File: src/rtl/mem_accum_pkg.sv
// Shared constants for the memory accumulation engine: FSM encoding and add/sub mode values.
package mem_accum_pkg;

  localparam logic [1:0] StIdle  = 2'd0;
  localparam logic [1:0] StRun   = 2'd1;
  localparam logic [1:0] StDrain = 2'd2;
  localparam logic [1:0] StFin   = 2'd3;

  localparam logic MODE_ADD = 1'b0;
  localparam logic MODE_SUB = 1'b1;

endpackage

File: src/rtl/mem_accum_unit_shift_reg_n.sv
// Operand register: parallel load takes priority over a right shift with serial MSB input.
module shift_reg_n #(
  parameter int unsigned WIDTH = 32
) (
  input  logic             clk_i,
  input  logic             rst_i,
  input  logic             load_i,
  input  logic [WIDTH-1:0] load_data_i,
  input  logic             shift_i,
  input  logic             shift_in_i,
  output logic [WIDTH-1:0] q_o
);

  logic [WIDTH-1:0] q_q;

  always_ff @(posedge clk_i) begin
    if (rst_i) begin
      q_q <= '0;
    end else if (load_i) begin
      q_q <= load_data_i;
    end else if (shift_i) begin
      q_q <= {shift_in_i, q_q[WIDTH-1:1]};
    end
  end

  assign q_o = q_q;

endmodule

File: src/rtl/mem_accum_unit.sv
// Multi-cycle engine that streams consecutive memory words through an add/sub unit onto a
// captured operand, reporting the sum with sticky carry/borrow and signed-overflow flags.
module mem_accum_unit
  import mem_accum_pkg::*;
#(
  parameter int unsigned WIDTH = 32,
  parameter int unsigned DEPTH = 16,
  localparam int unsigned AW   = $clog2(DEPTH)
) (
  input  logic             clk,
  input  logic             rst,
  input  logic             wr_en,
  input  logic [AW-1:0]    wr_addr,
  input  logic [WIDTH-1:0] wr_data,
  input  logic             sh_load,
  input  logic [WIDTH-1:0] sh_data,
  input  logic             sh_en,
  input  logic             sh_in,
  output logic [WIDTH-1:0] operand,
  input  logic             start,
  input  logic             mode,
  input  logic [AW-1:0]    base_addr,
  input  logic [AW:0]      count,
  output logic             busy,
  output logic             done,
  output logic [WIDTH-1:0] result,
  output logic             carry_out,
  output logic             overflow
);

  localparam logic [AW:0]   RemOne  = (AW+1)'(1);
  localparam logic [AW:0]   RemZero = '0;
  localparam logic [AW-1:0] AddrOne = AW'(1);

  logic [WIDTH-1:0] mem [DEPTH];
  logic [WIDTH-1:0] rdata_q;
  logic             rvalid_q;

  logic [1:0]       state_q, state_d;
  logic [WIDTH-1:0] acc_q, acc_d;
  logic [AW-1:0]    rd_addr_q, rd_addr_d;
  logic [AW:0]      rem_q, rem_d;
  logic             mode_q, mode_d;
  logic             c_acc_q, c_acc_d;
  logic             v_acc_q, v_acc_d;
  logic             busy_q, busy_d;
  logic             done_q, done_d;
  logic [WIDTH-1:0] result_q, result_d;
  logic             carry_q, carry_d;
  logic             ovf_q, ovf_d;

  logic [WIDTH-1:0] addend;
  logic [WIDTH:0]   sum;
  logic             step_c, step_v;
  logic             a_msb, d_msb, s_msb;

  shift_reg_n #(
    .WIDTH (WIDTH)
  ) u_operand (
    .clk_i       (clk),
    .rst_i       (rst),
    .load_i      (sh_load),
    .load_data_i (sh_data),
    .shift_i     (sh_en),
    .shift_in_i  (sh_in),
    .q_o         (operand)
  );

  // Memory is deliberately left out of reset; a same-address read returns the pre-write word.
  always_ff @(posedge clk) begin
    if (wr_en) begin
      mem[wr_addr] <= wr_data;
    end
    if (state_q == StRun) begin
      rdata_q <= mem[rd_addr_q];
    end
  end

  // Subtract is acc + ~d + 1, so the borrow is the inverted carry out.
  assign addend = (mode_q == MODE_SUB) ? ~rdata_q : rdata_q;
  assign sum    = {1'b0, acc_q} + {1'b0, addend} + {{WIDTH{1'b0}}, mode_q};
  assign a_msb  = acc_q[WIDTH-1];
  assign d_msb  = rdata_q[WIDTH-1];
  assign s_msb  = sum[WIDTH-1];
  assign step_c = (mode_q == MODE_SUB) ? ~sum[WIDTH] : sum[WIDTH];
  assign step_v = (mode_q == MODE_SUB) ? ((a_msb != d_msb) && (s_msb != a_msb))
                                       : ((a_msb == d_msb) && (s_msb != a_msb));

  always_comb begin
    state_d   = state_q;
    acc_d     = acc_q;
    rd_addr_d = rd_addr_q;
    rem_d     = rem_q;
    mode_d    = mode_q;
    c_acc_d   = c_acc_q;
    v_acc_d   = v_acc_q;
    busy_d    = busy_q;
    result_d  = result_q;
    carry_d   = carry_q;
    ovf_d     = ovf_q;
    done_d    = (state_q == StFin);

    case (state_q)
      StIdle: begin
        if (start) begin
          if (count != RemZero) begin
            acc_d     = operand;
            c_acc_d   = 1'b0;
            v_acc_d   = 1'b0;
            rd_addr_d = base_addr;
            rem_d     = count;
            mode_d    = mode;
            busy_d    = 1'b1;
            state_d   = StRun;
          end else begin
            result_d = operand;
            carry_d  = 1'b0;
            ovf_d    = 1'b0;
            state_d  = StFin;
          end
        end
      end
      StRun: begin
        rd_addr_d = rd_addr_q + AddrOne;
        rem_d     = rem_q - RemOne;
        // The first RUN cycle has no read data returning yet.
        if (rvalid_q) begin
          acc_d   = sum[WIDTH-1:0];
          c_acc_d = c_acc_q | step_c;
          v_acc_d = v_acc_q | step_v;
        end
        if (rem_q == RemOne) begin
          state_d = StDrain;
        end
      end
      StDrain: begin
        acc_d    = sum[WIDTH-1:0];
        result_d = sum[WIDTH-1:0];
        carry_d  = c_acc_q | step_c;
        ovf_d    = v_acc_q | step_v;
        state_d  = StFin;
      end
      StFin: begin
        busy_d  = 1'b0;
        state_d = StIdle;
      end
      default: begin
        state_d = StIdle;
      end
    endcase
  end

  always_ff @(posedge clk) begin
    if (rst) begin
      state_q   <= StIdle;
      acc_q     <= '0;
      rd_addr_q <= '0;
      rem_q     <= '0;
      mode_q    <= MODE_ADD;
      c_acc_q   <= 1'b0;
      v_acc_q   <= 1'b0;
      busy_q    <= 1'b0;
      done_q    <= 1'b0;
      result_q  <= '0;
      carry_q   <= 1'b0;
      ovf_q     <= 1'b0;
      rvalid_q  <= 1'b0;
    end else begin
      state_q   <= state_d;
      acc_q     <= acc_d;
      rd_addr_q <= rd_addr_d;
      rem_q     <= rem_d;
      mode_q    <= mode_d;
      c_acc_q   <= c_acc_d;
      v_acc_q   <= v_acc_d;
      busy_q    <= busy_d;
      done_q    <= done_d;
      result_q  <= result_d;
      carry_q   <= carry_d;
      ovf_q     <= ovf_d;
      rvalid_q  <= (state_q == StRun);
    end
  end

  assign busy      = busy_q;
  assign done      = done_q;
  assign result    = result_q;
  assign carry_out = carry_q;
  assign overflow  = ovf_q;

endmodule

File: config.mk
export PLATFORM = sky130hd
export DESIGN_NAME = mem_accum_unit
export DESIGN_NICKNAME = d
export VERILOG_FILES = /design/src/rtl/mem_accum_pkg.sv /design/src/rtl/mem_accum_unit_shift_reg_n.sv /design/src/rtl/mem_accum_unit.sv
export SDC_FILE = /design/constraint.sdc
export NUM_CORES = 1
export LEC_CHECK = 0
export CAP_MARGIN = 20
export CELL_PAD_IN_SITES_DETAIL_PLACEMENT = 1
export CELL_PAD_IN_SITES_GLOBAL_PLACEMENT = 1
export CORE_ASPECT_RATIO = 0.75
export CORE_MARGIN = 2
export CORE_UTILIZATION = 50
export DETAILED_ROUTE_END_ITERATION = 10
export GPL_TIMING_DRIVEN = 0
export PLACE_DENSITY_LB_ADDON = 0.1
export SYNTH_ARGS = -nofsm -noshare
export SYNTH_HDL_FRONTEND = slang
export SYNTH_HIERARCHICAL = 1
export SYNTH_SLANG_ARGS = --single-unit
File: constraint.sdc
create_clock -name clk -period 5.15 [get_ports clk]
set_clock_uncertainty 0.05 [all_clocks]
set_input_delay 0.515 -clock clk [delete_from_list [all_inputs] [get_ports clk]]
set_output_delay 0.515 -clock clk [all_outputs]
set_load 0.01 [all_outputs]
==> Word-level counts from Yosys, hierarchy flattened <==
Memory sizes are Yosys's and may differ from the RTL's. A register that Yosys moved wholly into a read port is not among the register bits.
Index checks and enable logic that the tools add are counted.
{ "op_classes": {"addsub": 4, "n_mul": 0, "div_mod_pow": 0, "magnitude_cmp": 0, "eq_ne": 12, "n_shift": 0, "muxes": 37, "bitwise_logic": 4, "reduce_logical": 16} }
{ "op_table": {"columns": ["cell", "n"], "rows": [
  ["$mux W32", 8],
  ["$pmux W32 S3", 1],
  ["$pmux W32 S2", 1],
  ["$add A32 B32 Y33", 1],
  ["$add A33 B1 Y33", 1],
  ["$not A32 Y32", 1],
  ["$mux W1", 12],
  ["$reduce_and A3 Y1", 4],
  ["$mux W5", 2],
  ["$pmux W1 S2", 5],
  ["$pmux W5 S2", 1],
  ["$mux W4", 2],
  ["$ne A2 B2 Y1 const B", 4],
  ["$pmux W2 S4", 1],
  ["$pmux W4 S2", 1],
  ["$reduce_and A4 Y1", 2],
  ["$reduce_bool A2 Y1", 4],
  ["$mux W2", 3],
  ["$eq A5 B1 Y1 const B", 1],
  ["$reduce_bool A5 Y1", 1],
  ["$sub A5 B1 Y5 const B", 1],
  ["$add A4 B1 Y4 const B", 1],
  ["$eq A2 B2 Y1 const B", 2],
  ["$reduce_bool A3 Y1", 1],
  ["other kinds (9)", 12]
]} }
{ "word_totals": {"ff_bits": 115, "latch_bits": 0, "ramBits": 512, "romBits": 0, "input_bits": 85, "out_inout_bits": 68, "wordCells": 88, "mem_count": 1} }
{ "memory_table": {"columns": ["name", "depth", "word_bits", "rd", "rd_ports_with_merged_regs", "wr", "line", "rtl"], "rows": [
  ["mem", 16, 32, 1, 1, 1, "mem_accum_unit.sv:35", "logic [WIDTH-1:0] mem [DEPTH];"]
]} }

==> Logic depth before layout (Yosys ltp) <==
Gate-level depths: netlist (run 1).
{ "logic_depth": {"ltp_word": 10, "mapped_depth": 13, "ltp_nobuf": 10} }

==> Modules after synthesis <==
The synthesis (run 1) kept the hierarchy.
{ "by_module_without_submodules": {"columns": ["mod", "n_inst", "cells_each", "area_per_inst_um2", "seq_area_each_um2"], "rows": [
  ["mem_accum_unit", 1, 1542, 26147.6, 17997.3],
  ["shift_reg_n", 1, 142, 1510.2, 640.6]
]} }

==> Worst setup path before layout (run 1) <==
Ideal clock, no wire load.
{ "synth_timing": {"path_type": "input to register", "start": "input wr_addr[2]", "end": "memory mem[0][0] (enable)", "t_arrival_ps": 3233, "required_ps": 4639, "path_slack_ps": 1405, "cell_stages": 2, "n_path_buf": 0, "cell_sequence": "or3b_2 > nor3_1"} }
{ "synth_rtl": {"columns": ["element", "line", "rtl"], "rows": [
  ["start, declared", "mem_accum_unit.sv:13", "input logic [AW-1:0] wr_addr,"],
  ["end, declared", "mem_accum_unit.sv:35", null]
]} }
No word-level cell before the write port.

==> Worst setup path after layout (run 1) <==
{ "layout_timing": {"start": "register mode_q", "end": "register result_q[29], in the netlist result[29]"} }
{ "layout_via": {"elab_chain_len": 4} }
{ "layout_rtl": {"columns": ["element", "line", "rtl"], "rows": [
  ["start, declared", "mem_accum_unit.sv:43", "logic mode_q, mode_d;"],
  ["start signal, assigned", "mem_accum_unit.sv:173", "mode_q <= mode_d;"],
  ["$mux W32", "mem_accum_unit.sv:80", "assign addend = (mode_q == MODE_SUB) ? ~rdata_q : rdata_q;"],
  ["$add A32 B32 Y33", "mem_accum_unit.sv:81", "assign sum = {1'b0, acc_q} + {1'b0, addend} + {{WIDTH{1'b0}}, mode_q};"],
  ["$add A33 B1 Y33 *", "mem_accum_unit.sv:81", null],
  ["$pmux W32 S2 *", "mem_accum_unit.sv:103", "case (state_q)"],
  ["end signal, assigned", "mem_accum_unit.sv:178", "result_q <= result_d;"],
  ["end, declared", "mem_accum_unit.sv:48", "logic [WIDTH-1:0] result_q, result_d;"]
]} }
Mark *: on every way between the ends. The rest lies on a longest branch, timed or not.
A chain may end at the register's enable or synchronous reset.

==> impl_metrics.csv, run 1 <==
group,metric,value,unit
setup_path,worstReg2RegStart,"mode_q",
setup_path,crit_arrival,5.26,ns
synth,ys_warn_count,6,
finish,n_fill_cell,4963,
detailed_routing,vias,16939,
clock_network,cts_setup_buffers,0,
sta,report.final.slew_viol_count,0,
sta,clock.fmax,0.209,GHz
min_path,min_to,"u_operand/q_o[29]",
detailed_routing,drt-wirelength-per-cell,29.5,um
clock_network,clock_latency,0.61,ns
detailed_routing,drt_iter0_drc,1842,
outcome,outcome,"finished, final reports clean",
floorplanning,io_pins,153,
min_path,min_path_cells,3,
sta,hold_viol,0,
detailed_routing,ant_nets,0,
finish,final_area,32900,um^2
setup_path,reg2reg_to,"result[29]",
placement,dpl_cell_area,30700,um^2
finish,area_growth,18.8,%
synth,syn_avg_cell_area,16.4,um^2
sta,tns,0,ns
global_routing,grt_use_total,0.288,
placement,portBuffers,151,
clock_network,cts.hold.buffers_added,0,
placement,placedCellCount,2592,
setup_path,critical_path.max_fanout,10,
global_routing,grt_max_degree,36,
min_path,hold_class,"primary input to flip-flop",
finish,multi_input_area,8610,um^2
floorplanning,coreArea,54500,um^2
finish,final_nets,2069,
clock_network,path_clk_slew,0.06,ns
sta,whs,0.265,ns
sta,slew_headroom,0.280,
pwr,ir_worst_vdd,0.000344,V
detailed_routing,drc_errors,0,
clock_network,cts_resized,0,
sta,rsz0062_at_grt,"false",
synth,ys_ff_latch,659,
global_routing,grt_remaining_overflow,0,
sta,finalSetupViolCount,0,
setup_path,path_class,"flip-flop to flip-flop",
synth,syn_area,27700,um^2
synth,synth_edf_count,544,
setup_path,r2r_slack,0.37,ns
finish,instances_no_fill,2715,
clock_network,htreeDepth,3,
synth,synth_cells,1684,
finish,ff_latch_area,18600,um^2
pwr,p_leak,10.7,nW
synth,async_flop_share,0,
job,drv_cap,0,
synth,synth_nets,1809,
setup_path,worstSetupEndpointType,"flip-flop",
placement,dp_hpwl,54800,um
synth,ys.flop_type,"edfxtp_1",
min_path,min_from,"sh_en",
floorplanning,initial_utilization,0.507,
clock_network,cts_tree,"done",
placement,place.gp.congestion,0.869,
sta,min_period,4.78,ns
setup_path,reg2regPathDepth,12,
detailed_routing,wl,80100,um
clock_network,cts_buffer_depth,3,
detailed_routing,avgViaCountPerCell,6.24,
synth,synth_seq_area_share,0.674,
synth,synth_cell_types,66,
sta,min_period_over_period,0.929,
setup_path,slowest_delay,0.78,ns
setup_path,critPathSlowestCell,"buf_1",
floorplanning,num_rows,74,
global_routing,grt_pass1_wl,119000,um
floorplanning,dieArea,57200,um^2
pwr,p_per_area,531,nW/um^2
sta,tightest_slew,1.08,ns
setup_path,worstPathCellList,"buf_2 > buf_1 > xor2_1 > ha_1 > and4_1 > a211o_1 > o2111ai_1 > nand3_1 > o21ai_1 > o31a_1 > nand4_1 > a41oi_1",
clock_network,cts_root_buffer,"clkbuf_16",
floorplanning,die_w,276,um
detailed_routing,first_pass_iters,5,
floorplanning,fp.dieH,208,um
global_routing,grt_pass1_vias,17779,
setup_path,cp-start-kind,"flip-flop",
setup_path,critical_path_required,5.63,ns
clock_network,cts.sinks,659,
global_routing,antenna_found_initial,2,
clock_network,cts-buffers-inserted,66,
finish,drive_above_1_share,0.162,
-- flip-flops by register name, summed over array words and instances, names as in the netlist, 2 cells and up --
name / cells
acc_q: 32
state_q: 2
rdata_q: 32
u_operand/q_o: 32
rd_addr_q: 4
mem: 512
rem_q: 5
result: 32
-- power breakdown --
group	total, mW	internal [mW]	leakage (nW)	switching (mW)
registers	6.50	6.25	5.87	0.253
logic	6.22	2.47	3.87	3.75
clock network	4.74	2.67	1.00	2.08
total	17.5	11.4	10.7	6.08
-- metrics by stage --
stage / power [mW] / setup WS, ns / utilization
after floorplan: 10.5 / 1.41 / -
after global placement: 12.4 / -2.00 / 0.551
after detailed placement: 12.7 / 0.500 / 0.563
after CTS: 17.4 / 0.474 / 0.601
after global routing: 18.2 / 0.158 / 0.603
final: 17.5 / 0.367 / 0.603
-- Yosys cell counts, drive strengths merged (10+ instances only) --
| cell | instances | area (um^2) |
|---|---|---|
| o211ai | 10 | 85.1 |
| a211oi | 64 | 480 |
| xor2 | 36 | 315 |
| edfxtp | 544 | 16300 |
| nand2 | 63 | 236 |
| inv | 18 | 67.6 |
| xnor2 | 20 | 175 |
| nor2b | 35 | 219 |
| mux2i | 60 | 601 |
| mux4 | 160 | 3600 |
| o21ai | 60 | 300 |
| buf | 30 | 170 |
| a21oi | 101 | 505 |
| nor2 | 84 | 315 |
| nand3 | 29 | 145 |
| clkbuf | 76 | 285 |
| nor3 | 17 | 85.1 |
| nand4 | 12 | 75.1 |
| dfxtp | 115 | 2300 |
| ha | 39 | 488 |
| a21o | 12 | 90.1 |
-- worst max path at each step --
stage	slack (ns)	depth (start not counted)	endpoint	start
5_1_grt	0.16	12	acc_q[27]	mode_q
2_1_floorplan	1.41	2	mem[0][0]	wr_addr[2]
6_report	0.37	12	result[29]	mode_q
4_1_cts	0.47	12	acc_q[29]	mode_q
3_5_place_dp	0.50	12	acc_q[29]	mode_q
3_3_place_gp	-2.00	3	mem[4][23]	wr_addr[3]
-- final cells by class --
class	count	area share
Timing Repair Buffer	192	0.0645
Clock buffer	86	0.0533
Clock inverter	30	0.00975
Multi-Input combinational cell	900	0.262
Buffer	106	0.0139
Sequential cell	659	0.567
Antenna cell	1	0.0000761
Inverter	19	0.00217
Tap cell	722	0.0275
-- kinds of logic after synthesis --
| group | share of synthesized area |
|---|---|
| AND/OR/NAND/NOR | 0.0485 |
| adder cells (fa/ha/maj) | 0.0184 |
| XOR/XNOR | 0.0177 |
| buffers and inverters | 0.0190 |
| multiplexers | 0.153 |
| flip-flops | 0.674 |
| AO/OA/AOI/OAI | 0.0697 |
-- layout by cell type, fill, tap and decap left out, types with 35 or more instances in the layout --
cell	n
clkbuf_16	67
mux4_2	160
a21oi_1	101
ha_1	38
dfxtp_1	115
clkdlybuf4s50_1	151
edfxtp_1	544
nor2b_1	35
a211oi_1	64
xor2_1	36
o21ai_0	58
nand2_1	63
nor2_1	72
mux2i_1	60
clkbuf_1	93
-- critical path, delay by kind of cell, from the launching register on --
family | cells | cell delay [ns]
XOR/XNOR | 1 | 0.46
AO/OA/AOI/OAI | 5 | 1.87
flip-flops | 1 | 0.30
buffers and inverters | 2 | 1.04
adder cells (fa/ha/maj) | 1 | 0.41
AND/OR/NAND/NOR | 3 | 0.56
-- per-layer routing --
layer / part of all wire / wire (um) / up-vias / GRT usage
li1: - / - / 7260 / -
met1: 0.45 / 36200 / 8916 / 0.449
met2: 0.45 / 35700 / 635 / 0.414
met3: 0.078 / 6280 / 124 / 0.0611
met4: 0.023 / 1860 / 4 / 0.0703
met5: 0.00025 / 20 / - / 0
(Power assumes the default switching activity.)
==> inputs of run 2 (changes only) <==
Settings changed: CTS_BUF_LIST set to sky130_fd_sc_hd__clkbuf_8 sky130_fd_sc_hd__clkbuf_16.
==> run 2 against run 1 <==
Compared with the run above:
- hold slack better by 0.00070 ns
- setup slack worse by 0.017 ns
- flip-flop and latch count unchanged
- sequential share of layout area about the same
- final area about the same
- final cell count unchanged
- combinational power about the same
- register-to-register slack worse by 0.02 ns
- total power down 0.17%
- wire length up 0.17%
- clock power about the same
- critical endpoint is now acc_q[29]
- largest cell class unchanged
- largest power group unchanged
==> impl_metrics.csv, run 2 (synthesized netlist as in run 1, its figures left out) <==
group,metric,value,unit
floorplanning,num_rows,74,
pwr,p_total,17.4,mW
global_routing,grt_use_total,0.288,
setup_path,worstSetupEndpointType,"flip-flop",
finish,top_register,"mem",
global_routing,met1_usage,0.449,
global_routing,grt_pass1_wl,119000,um
detailed_routing,drt-wirelength-per-cell,29.6,um
placement,dp_hpwl,54800,um
min_path,hold_class,"primary input to flip-flop",
floorplanning,fp.dieH,208,um
clock_network,cts_root_buffer,"clkbuf_16",
pwr,p_leak,10.8,nW
job,drv_cap,0,
detailed_routing,wl,80200,um
clock_network,cts.sinks,659,
global_routing,grt_pass1_vias,17786,
clock_network,path_clk_slew,0.06,ns
clock_network,cts_setup_buffers,0,
finish,drive_above_1_share,0.161,
clock_network,htreeDepth,3,
global_routing,busiest_layer,"met1",
clock_network,cts_buffer_depth,3,
detailed_routing,drc_errors,0,
setup_path,worstSetupStartpoint,"mode_q",
floorplanning,initial_utilization,0.507,
finish,mostFrequentLayoutCell,"edfxtp_1",
sta,report.final.slew_viol_count,0,
sta,min_period,4.80,ns
sta,setup_ws,0.350,ns
global_routing,grtUsageMet2,0.414,
sta,slew_headroom,0.290,
setup_path,r2r_slack,0.35,ns
detailed_routing,ant_nets,0,
finish,n_fill_cell,4966,
setup_path,path_class,"flip-flop to flip-flop",
finish,fin_util,0.603,
detailed_routing,drt_iter0_drc,1751,
finish,multi_input_area,8610,um^2
setup_path,crit_arrival,5.26,ns
pwr,ir_worst_vdd,0.000343,V
setup_path,reg2regPathDepth,12,
setup_path,reg2reg_to,"acc_q[29]",
finish,final_nets,2069,
pwr,p_per_area,530,nW/um^2
clock_network,clock_latency,0.61,ns
setup_path,critical_path.max_fanout,10,
outcome,outcome,"finished, final reports clean",
setup_path,cp-start-kind,"flip-flop",
floorplanning,io_pins,153,
finish,layout_common_cells,"edfxtp_1 (544), mux4_2 (160), clkdlybuf4s50_1 (151)",
sta,clock.fmax,0.208,GHz
global_routing,antenna_found_initial,2,
placement,pre_cts_ws,0.500,ns
sta,tns,0,ns
detailed_routing,first_pass_iters,5,
finish,ff_latch_area,18600,um^2
floorplanning,die_w,276,um
detailed_routing,avgViaCountPerCell,6.28,
clock_network,cts.hold.buffers_added,0,
setup_path,critical_path_required,5.61,ns
sta,hold_viol,0,
sta,tightest_slew,1.07,ns
finish,instances_no_fill,2715,
floorplanning,coreArea,54500,um^2
detailed_routing,vias,17046,
sta,min_period_over_period,0.932,
global_routing,grt_max_degree,36,
sta,finalSetupViolCount,0,
setup_path,worstSetupEndpoint,"acc_q[29]",
clock_network,cts_tree,"done",
sta,rsz0062_at_grt,"false",
finish,largest_register_ffs,512,
finish,area_growth,18.8,%
global_routing,met3_usage,0.0611,
global_routing,grt_remaining_overflow,0,
placement,portBuffers,151,
placement,placedCellCount,2592,
clock_network,cts_resized,0,
clock_network,cts-buffers-inserted,66,
placement,place.gp.congestion,0.869,
floorplanning,dieArea,57200,um^2
setup_path,worstReg2RegStart,"mode_q",
[run 2: cell types whose count changed in the layout (fill, tap and decap cells not counted), sizes merged]
cell    delta
clkbuf    -19
inv       +19
[run 2: layout make-up]
class,instances,share of cell area
clock inverters,49,0.0119
inverters,19,0.00217
diodes,1,0.0000761
flip-flops and latches,659,0.567
plain buffers,106,0.0139
repair buffers,192,0.0645
clock buffers,67,0.0510
well taps,722,0.0275
multi-input cells,900,0.262
[run 2: worst min-delay path by stage]
stage	start	endpoint	slack, ns	cells past startpoint
finish	sh_en	u_operand/q_o[29]	0.27	3
global route	sh_en	u_operand/q_o[29]	0.25	3
CTS	sh_en	u_operand/q_o[29]	0.25	3
detailed placement	result[0]	result[0]	0.40	2
global placement	c_acc_q	c_acc_q	0.39	2
floorplan	c_acc_q	c_acc_q	0.37	2
[run 2: worst max-delay path, cell delays in order (launching register included)]
cell and delay, ns:
dfxtp_1 0.30, buf_2 0.26, buf_1 0.79, xor2_1 0.46
ha_1 0.41, and4_1 0.19, a211o_1 0.35, o2111ai_1 0.53
nand3_1 0.25, o21ai_1 0.40, o311ai_0 0.26, xnor2_1 0.19
a311oi_1 0.26
[run 2: metal layers]
metal	vias to the layer above	share of wire
li1	7257	-
met1	8992	0.45
met2	681	0.45
met3	112	0.080
met4	4	0.022
met5	-	0.00025
[run 2: power by group]
part           total [mW]  switching (mW)  internal (mW)
clock network        4.71            2.08           2.63
logic                6.22            3.75           2.47
registers            6.50           0.254           6.25
[run 2: stage by stage]
stage | instance area (um^2) | hold slack [ns]
floorplan | 27700 | 0.375
global placement | 30100 | 0.394
detailed placement | 30700 | 0.398
CTS | 32800 | 0.248
global route | 32900 | 0.248
finish | 32900 | 0.266
==> inputs of run 3 (changes only) <==
Settings changed: ABC_CLOCK_PERIOD_IN_PS set to 5150.
==> results of run 3 <==
Final layout, timing and power as in run 2 (identical DEF).
